==> src/rtl/axi_fifo_pkg.sv <==
// Shared types for the async FIFO write-side front end.
// State encoding and AXI response codes.
package axi_fifo_pkg;

  typedef enum logic [1:0] {
    IDLE,
    DATA,
    RESP
  } ingress_state_t;

  localparam logic [1:0] RESP_OKAY   = 2'b00;
  localparam logic [1:0] RESP_SLVERR = 2'b10;

endpackage

==> src/rtl/axi_wr_ingress.sv <==
// AXI4 write slave feeding the async FIFO write port.
// One burst at a time; flush drops the rest and answers SLVERR.
module axi_wr_ingress
  import axi_fifo_pkg::*;
#(
  parameter int DATA_WIDTH = 8,
  parameter int ID_WIDTH   = 4,
  parameter int LEN_WIDTH  = 8
) (
  input  logic                  w_clk,
  input  logic                  wresetn,
  input  logic                  awvalid,
  output logic                  awready,
  input  logic [ID_WIDTH-1:0]   awid,
  input  logic [LEN_WIDTH-1:0]  awlen,
  input  logic                  wvalid,
  output logic                  wready,
  input  logic [DATA_WIDTH-1:0] wdata,
  input  logic                  wlast,
  output logic                  bvalid,
  input  logic                  bready,
  output logic [ID_WIDTH-1:0]   bid,
  output logic [1:0]            bresp,
  input  logic                  flush,
  input  logic                  full,
  output logic                  wr_enable,
  output logic [DATA_WIDTH-1:0] wr_data
);

  ingress_state_t         state;
  logic [ID_WIDTH-1:0]    id_q;
  logic [LEN_WIDTH-1:0]   len_q;
  logic [LEN_WIDTH-1:0]   beat_cnt;
  logic                   err;
  logic                   drop;

  logic in_data;
  logic drop_now;
  logic accept;
  logic last_beat;
  logic wlast_bad;

  assign in_data   = (state == DATA);
  assign drop_now  = drop | flush;
  assign wready    = in_data & (drop_now | ~full);
  assign accept    = wvalid & wready;
  assign last_beat = (beat_cnt == len_q);
  assign wlast_bad = (wlast != last_beat);

  assign awready   = (state == IDLE);
  assign bvalid    = (state == RESP);
  assign wr_enable = accept & ~drop_now;
  assign wr_data   = wdata;

  // Burst FSM, beat counter, error/drop flags and B response
  always_ff @(posedge w_clk or negedge wresetn) begin
    if (!wresetn) begin
      state    <= IDLE;
      id_q     <= '0;
      len_q    <= '0;
      beat_cnt <= '0;
      err      <= 1'b0;
      drop     <= 1'b0;
      bid      <= '0;
      bresp    <= RESP_OKAY;
    end else begin
      unique case (state)
        IDLE: begin
          if (awvalid) begin
            id_q     <= awid;
            len_q    <= awlen;
            beat_cnt <= '0;
            err      <= 1'b0;
            drop     <= 1'b0;
            state    <= DATA;
          end
        end
        DATA: begin
          if (flush) begin
            drop <= 1'b1;
            err  <= 1'b1;
          end
          if (accept) begin
            if (wlast_bad)
              err <= 1'b1;
            if (last_beat) begin
              state <= RESP;
              bid   <= id_q;
              bresp <= (err | flush | wlast_bad)
                       ? RESP_SLVERR : RESP_OKAY;
            end else begin
              beat_cnt <= beat_cnt + 1'b1;
            end
          end
        end
        RESP: begin
          if (bready)
            state <= IDLE;
        end
        default: state <= IDLE;
      endcase
    end
  end

endmodule
==> config.mk <==
export PLATFORM = sky130hd
export DESIGN_NAME = axi_wr_ingress
export DESIGN_NICKNAME = d
export VERILOG_FILES = /design/src/rtl/axi_fifo_pkg.sv /design/src/rtl/axi_wr_ingress.sv
export SDC_FILE = /design/constraint.sdc
export NUM_CORES = 1
export LEC_CHECK = 0
export CAP_MARGIN = 30
export CORE_MARGIN = 5
export CORE_UTILIZATION = 56
export CTS_CLUSTER_DIAMETER = 60
export DETAILED_ROUTE_END_ITERATION = 12
export DONT_BUFFER_PORTS = 1
export HOLD_SLACK_MARGIN = 0.03
export PLACE_DENSITY = 0.86
export SYNTH_ARGS = -nofsm -noshare
export SYNTH_HDL_FRONTEND = slang
export SYNTH_SLANG_ARGS = --single-unit
==> constraint.sdc <==
create_clock -name w_clk -period 2 [get_ports w_clk]
set_input_delay 0.3 -clock w_clk [delete_from_list [all_inputs] [get_ports w_clk]]
set_output_delay 0.3 -clock w_clk [all_outputs]
set_load 0.03 [all_outputs]
==> impl_metrics.env, run 1 <==
export IMPL_combPwrFrac_pct=40.9
export IMPL_fillers=205
export IMPL_worstPathRequired_ns=2.21
export IMPL_std_cell_rows=19
export IMPL_hold_depth=1
export IMPL_p_leak_nw=0.806
export IMPL_cts_tree="yes"
export IMPL_p_clk_share_pct=13.3
export IMPL_netlist_area_sq_mm=0.00154
export IMPL_cp_cell_sequence="xor2_1 > nor4_2 > and2_1 > and2b_4 > mux2_4"
export IMPL_firstDrtPassIters=4
export IMPL_critPathMaxStageDelay_ns=0.46
export IMPL_seqPwrFrac_pct=45.8
export IMPL_initial_utilization_pct=57.3
export IMPL_crit_path_end_kind="register"
export IMPL_ff2ff_path_depth=5
export IMPL_switchingPower_mw=1.05
export IMPL_cts_setup_buffers=0
export IMPL_startpoint_type="register"
export IMPL_cts_num_sinks=29
export IMPL_rsz0062_at_grt="no"
export IMPL_fmax_mhz=534
export IMPL_clk_path_buf_depth=2
export IMPL_antennaDiodeCount=0
export IMPL_finalSetupViolations=0
export IMPL_seqCellArea_sq_um=727
export IMPL_antenna_found_initial=0
export IMPL_power_total_mw=2.45
export IMPL_dp_slack_ns=0.0472
export IMPL_layout_drive_gt1_share_pct=18.3
export IMPL_synthAdderAreaFrac_pct=0.813
export IMPL_r2r_end="bid[2]$_DFFE_PN0P_"
export IMPL_syn_avg_cell_area_sq_um=9.33
export IMPL_r2r_setup_slack_ns=0.13
export IMPL_htree_levels=2
export IMPL_p_per_area_mw_per_mm2=1490
export IMPL_fin_cells=200
export IMPL_die_height_um=62.4
export IMPL_grt_overflow_total=0
export IMPL_synth_seq_cells=29
export IMPL_cts_root_buffer="clkbuf_4"
export IMPL_skew_ns=0.00866
export IMPL_core_area_sq_mm=0.00269
export IMPL_status="completed"
export IMPL_synth_compound_area_share_pct=9.35
export IMPL_ys_types=37
export IMPL_p_sw_share_pct=42.6
export IMPL_arrival_ns=2.08
export IMPL_syn_inst=165
export IMPL_hold_violations=0
export IMPL_synth_nets=194
export IMPL_relSlewSlack_pct=61.0
export IMPL_track_usage_pct=18.9
export IMPL_multi_input_area_sq_um=707
export IMPL_clk_pin_slew_ns=0.09
export IMPL_synthFlopType="dfrtp_1"
export IMPL_final_max_slew_viol_count=0
export IMPL_synthToLayoutAreaGrowth_pct=6.91
export IMPL_synth_top_family_by_area="simple AND/OR/NAND/NOR gates"
export IMPL_yosys_mux_area_fraction_pct=5.53
export IMPL_hold_end="state[1]$_DFFE_PN0P_"
export IMPL_io_pins=46
export IMPL_grt_pass1_vias=1213
export IMPL_grt_max_degree=30
export IMPL_drt_iter0_drc=63
export IMPL_yosysWarnings=0
export IMPL_yosys_area_share_simple_pct=22.9
export IMPL_cts_buffers=5
export IMPL_cap_violations=0
export IMPL_tightest_slew_ns=0.580
export IMPL_ant_nets=0
export IMPL_grt_pass1_wl_mm=5.85
export IMPL_min_period_over_period_pct=93.6
export IMPL_via_per_inst=5.94
export IMPL_wire_per_inst_um=16.9
export IMPL_async_flop_share_pct=100
export IMPL_hp_start="bready"
export IMPL_die_area_sq_mm=0.00390
export IMPL_setup_tns_ns=0
export IMPL_timing_rr_start="beat_cnt[1]$_DFFE_PN0P_"
export IMPL_port_buffers=0
export IMPL_yosysSeqAreaShare_pct=47.2
export IMPL_intPower_mw=1.41
export IMPL_routed_wl_mm=3.38
export IMPL_dp_cells=190
export IMPL_worstHoldPathType="primary input to register"
export IMPL_worst_slack_ns=0.127
export IMPL_nNetsFinal=197
export IMPL_gp_congestion=0.908
export IMPL_die_x_um=62.4
export IMPL_dpl_hpwl_mm=2.52
export IMPL_vias=1188
export IMPL_cp_slowest_cell="dfrtp_1"
export IMPL_synth_edf_count=0
export IMPL_cp_max_fo=6
export IMPL_finalCriticalPeriod_ns=1.87
export IMPL_crit_type="register to register"
export IMPL_synthXorXnorAreaFrac_pct=5.69
export IMPL_drc=0
export IMPL_ir_drop_v=0.000887
export IMPL_insertion_delay_ns=0.32
-- kinds of logic after synthesis --
group / count (synthesis)
muxes: 6
other: 1
and+or+nand+nor: 76
AOI/OAI and AO/OA: 21
DFF: 29
xor gates and xnor gates: 10
buffers and inverters: 21
adders and majority gates: 1
-- flip-flops by register name (all words and copies together), names as in the netlist --
name / count
beat_cnt: 8
bid: 4
state: 2
len_q: 8
id_q: 4
drop: 1
bresp: 1
err: 1
-- synthesized netlist by cell type, types with 2 or more instances --
cell,number,area [sq um]
inv_1,5,18.8
nand3_1,4,20.0
buf_6,2,22.5
mux2_4,5,75.1
nor4_2,2,25.0
nor2_1,8,30.0
o21ai_0,3,15.0
nand4_1,3,18.8
clkbuf_1,4,15.0
nand2_1,45,169
a31o_2,3,26.3
nor3_1,4,20.0
buf_4,9,67.6
xor2_1,8,70.1
xnor2_1,2,17.5
a21oi_1,7,35.0
and2_1,3,18.8
dfrtp_1,29,726
-- per-stage QoR --
stage / util [%] / cell area, sq um / hold WS (ns)
finish: 61.2 / 1650 / 0.0607
global route: 61.2 / 1650 / 0.0393
CTS: 60.8 / 1630 / 0.0496
detailed placement: 57.8 / 1550 / 0.00495
global placement: 57.8 / 1550 / 0.00510
floorplan: - / 1550 / 0.00441
-- worst max path at each step --
stage                         endpoint  cells past startpoint               startpoint  slack [ns]
2_1_floorplan  beat_cnt[4]$_DFFE_PN0P_                      6     state[1]$_DFFE_PN0P_        0.07
3_3_place_gp      bresp[1]$_DFFE_PN0P_                      5  beat_cnt[3]$_DFFE_PN0P_        0.17
3_5_place_dp        bid[0]$_DFFE_PN0P_                      5  beat_cnt[1]$_DFFE_PN0P_        0.05
4_1_cts             bid[2]$_DFFE_PN0P_                      5  beat_cnt[1]$_DFFE_PN0P_        0.02
5_1_grt             bid[2]$_DFFE_PN0P_                      5  beat_cnt[0]$_DFFE_PN0P_        0.02
6_report            bid[2]$_DFFE_PN0P_                      5  beat_cnt[1]$_DFFE_PN0P_        0.13
-- worst max-delay path: cells and delay by family, from the launching register on --
kind                      cells  cell delay [ns]
xor gates and xnor gates      1             0.20
DFF                           1             0.46
muxes                         1             0.31
and+or+nand+nor               3             0.78
-- power groups by stage --
stage          sequential (mW)  clock [mW]  combinational, mW
3_5_place_dp              1.13           0              0.943
2_1_floorplan             1.05           0              0.740
4_1_cts                   1.12       0.331              0.970
6_report                  1.12       0.326               1.00
3_3_place_gp              1.11           0              0.872
5_1_grt                   1.16       0.366               1.10
-- placed cells by master (no fill, tap or decap), types with 2 or more instances in the layout --
master	n
nor2_1	8
dfrtp_1	28
mux2_4	5
xnor2_1	2
a21oi_1	7
nand4_1	3
xor2_1	8
nor3_1	2
inv_1	5
nand2_1	45
o21ai_0	3
nor4_2	2
nand3_1	4
buf_4	10
a31o_2	3
nor3_2	2
clkbuf_4	5
and2_1	3
clkbuf_1	3
-- final cells by class --
type,instances,area share (%)
well taps,31,2.36
repair buffers,12,6.39
multi-input cells,115,43.0
flip-flops and latches,29,44.2
clock buffers,8,2.97
inverters,5,1.14
-- routing by layer --
layer	wire length [um]	vias to the layer above	part of all wire (%)	global-route usage, %
li1	-	548	-	-
met1	1250	577	37	21.3
met2	1790	57	53	31.5
met3	272	6	8.0	5.76
met4	62	0	1.8	10.6
met5	0	-	0	0
-- repair_timing --
item / in CTS / in global routing
hold buffers: 2 / 0
endpoints found under the setup margin: 0 / 8
hold endpoints to repair: 29 / 0
resized for setup: 0 / 4
(Power assumes the default switching activity.)
==> run 2: changes to the inputs <==
--- a/config.mk
+++ b/config.mk
@@ -6,7 +6,7 @@
 export NUM_CORES = 1
 export LEC_CHECK = 0
 export CAP_MARGIN = 30
-export CORE_MARGIN = 5
+export CORE_MARGIN = 10
 export CORE_UTILIZATION = 56
 export CTS_CLUSTER_DIAMETER = 60
 export DETAILED_ROUTE_END_ITERATION = 12
==> run 2 against run 1 <==
Worst setup slack lost 0.043 ns. Design area grew 3.0%. Clock power grew 55%. Sequential power is essentially flat. Critical path type unchanged. Largest power group unchanged. Highest routed layer unchanged.
==> impl_metrics.env, run 2 (synthesis gave the netlist of run 1 again) <==
export IMPL_p_leak_nw=0.844
export IMPL_finalSetupViolations=0
export IMPL_synthToLayoutAreaGrowth_pct=10.2
export IMPL_min_period_over_period_pct=95.8
export IMPL_wire_per_inst_um=17.4
export IMPL_status="completed"
export IMPL_die_x_um=72.4
export IMPL_cp_max_fo=6
export IMPL_hold_violations=0
export IMPL_grt_pass1_vias=1236
export IMPL_drc=0
export IMPL_most_common_layout_cells="nand2_1 (45), dfrtp_1 (29), buf_4 (13), nor2_1 (8), xor2_1 (8)"
export IMPL_p_per_area_mw_per_mm2=1530
export IMPL_initial_utilization_pct=60.5
export IMPL_final_common_cell="nand2_1"
export IMPL_final_cell_area_sq_mm=0.00170
export IMPL_std_cell_rows=18
export IMPL_clk_path_buf_depth=2
export IMPL_top_regs="beat_cnt: 8 flops, len_q: 8 flops"
export IMPL_crit_path_end_kind="register"
export IMPL_power_total_mw=2.59
export IMPL_grt_overflow_total=0
export IMPL_cts_num_sinks=29
export IMPL_cp_slowest_cell="dfrtp_1"
export IMPL_antenna_found_initial=0
export IMPL_arrival_ns=2.13
export IMPL_ir_drop_v=0.00102
export IMPL_cts_buffers=5
export IMPL_worstPathRequired_ns=2.22
export IMPL_grt_pass1_wl_mm=5.92
export IMPL_cts_root_buffer="clkbuf_4"
export IMPL_vias=1156
export IMPL_setup_tns_ns=0
export IMPL_htree_levels=2
export IMPL_routed_wl_mm=3.51
export IMPL_insertion_delay_ns=0.33
export IMPL_finalCriticalPeriod_ns=1.92
export IMPL_io_pins=46
export IMPL_drt_iter0_drc=61
export IMPL_core_area_sq_mm=0.00254
export IMPL_grt_max_degree=30
export IMPL_cap_violations=0
export IMPL_gp_congestion=0.912
export IMPL_ant_nets=0
export IMPL_fmax_mhz=522
export IMPL_cts_tree="yes"
export IMPL_track_usage_pct=14.0
export IMPL_cp_cell_sequence="xor2_1 > nor4_2 > and2_1 > and2b_1 > mux2_4"
export IMPL_crit_type="register to register"
export IMPL_via_per_inst=5.72
export IMPL_critPathMaxStageDelay_ns=0.43
export IMPL_dpl_hpwl_mm=2.59
export IMPL_die_area_sq_mm=0.00525
export IMPL_clk_pin_slew_ns=0.09
export IMPL_rsz0062_at_grt="no"
export IMPL_nNetsFinal=200
export IMPL_layout_drive_gt1_share_pct=20.3
export IMPL_antennaDiodeCount=0
export IMPL_final_max_slew_viol_count=0
export IMPL_path_buf_inv=0
export IMPL_die_height_um=72.4
export IMPL_firstDrtPassIters=4
export IMPL_startpoint_type="register"
export IMPL_skew_ns=0.00448
export IMPL_cp_top_family="simple AND/OR/NAND/NOR gates"
export IMPL_port_buffers=0
export IMPL_placed_area_sq_mm=0.00158
export IMPL_worstHoldPathType="primary input to register"
[run 2: cell count changes in the layout (fill, tap and decap cells not counted), sizes merged]
cell | previous run | this run
buf | 11 | 14
bufinv | 0 | 1
clkbuf | 8 | 7
[run 2: cell type report]
type	count	area [sq um]
repair buffers	15	128
inverters	5	18.8
multi-input cells	115	701
clock inverters	1	30.0
well taps	30	37.5
flip-flops and latches	29	726
clock buffers	7	55.1
fillers	192	850
[run 2: path summary, 6_finish.rpt]
path	start	end	slack (ns)	depth (start not counted)
worst min-delay path	bready	state[1]$_DFFE_PN0P_	0.06	1
worst max-delay path	beat_cnt[3]$_DFFE_PN0P_	bid[3]$_DFFE_PN0P_	0.08	5
worst min register to register	id_q[1]$_DFFE_PN0P_	id_q[1]$_DFFE_PN0P_	0.50	2
worst max register to register	beat_cnt[3]$_DFFE_PN0P_	bid[3]$_DFFE_PN0P_	0.08	5
max in group asynchronous	wresetn	bid[3]$_DFFE_PN0P_	1.44	2
min in group asynchronous	wresetn	state[1]$_DFFE_PN0P_	0.39	2
[run 2: report_power, final]
group	switching (mW)	internal, mW
logic	0.527	0.445
registers	0.293	0.818
clock network	0.206	0.298
total	1.03	1.56
[run 2: layer usage]
layer  track usage (%)  part of all wire [%]  up-vias
met3              4.35                   5.6        9
met4              6.54                   1.9        0
met2              23.2                    52       28
li1                  -                     -      555
met5                 0                     0        -
met1              16.0                    41      564
[run 2: repair_timing]
action                     CTS  global route
hold endpoints to repair    29             0
buffers inserted             0             0
gates resized for setup      0             1
setup endpoints to repair    0             1
hold buffers                 2             0
[run 2: stage by stage]
stage          utilization (%)  hold WS [ns]  std cells  worst slack, ns
3_3_place_gp              61.9       0.00568        192            0.172
2_1_floorplan                -       0.00441        165           0.0704
5_1_grt                   66.6        0.0525        202          0.00716
4_1_cts                   66.4        0.0505        202           0.0749
6_report                  66.6        0.0564        202           0.0838
3_5_place_dp              61.9       0.00564        192            0.127
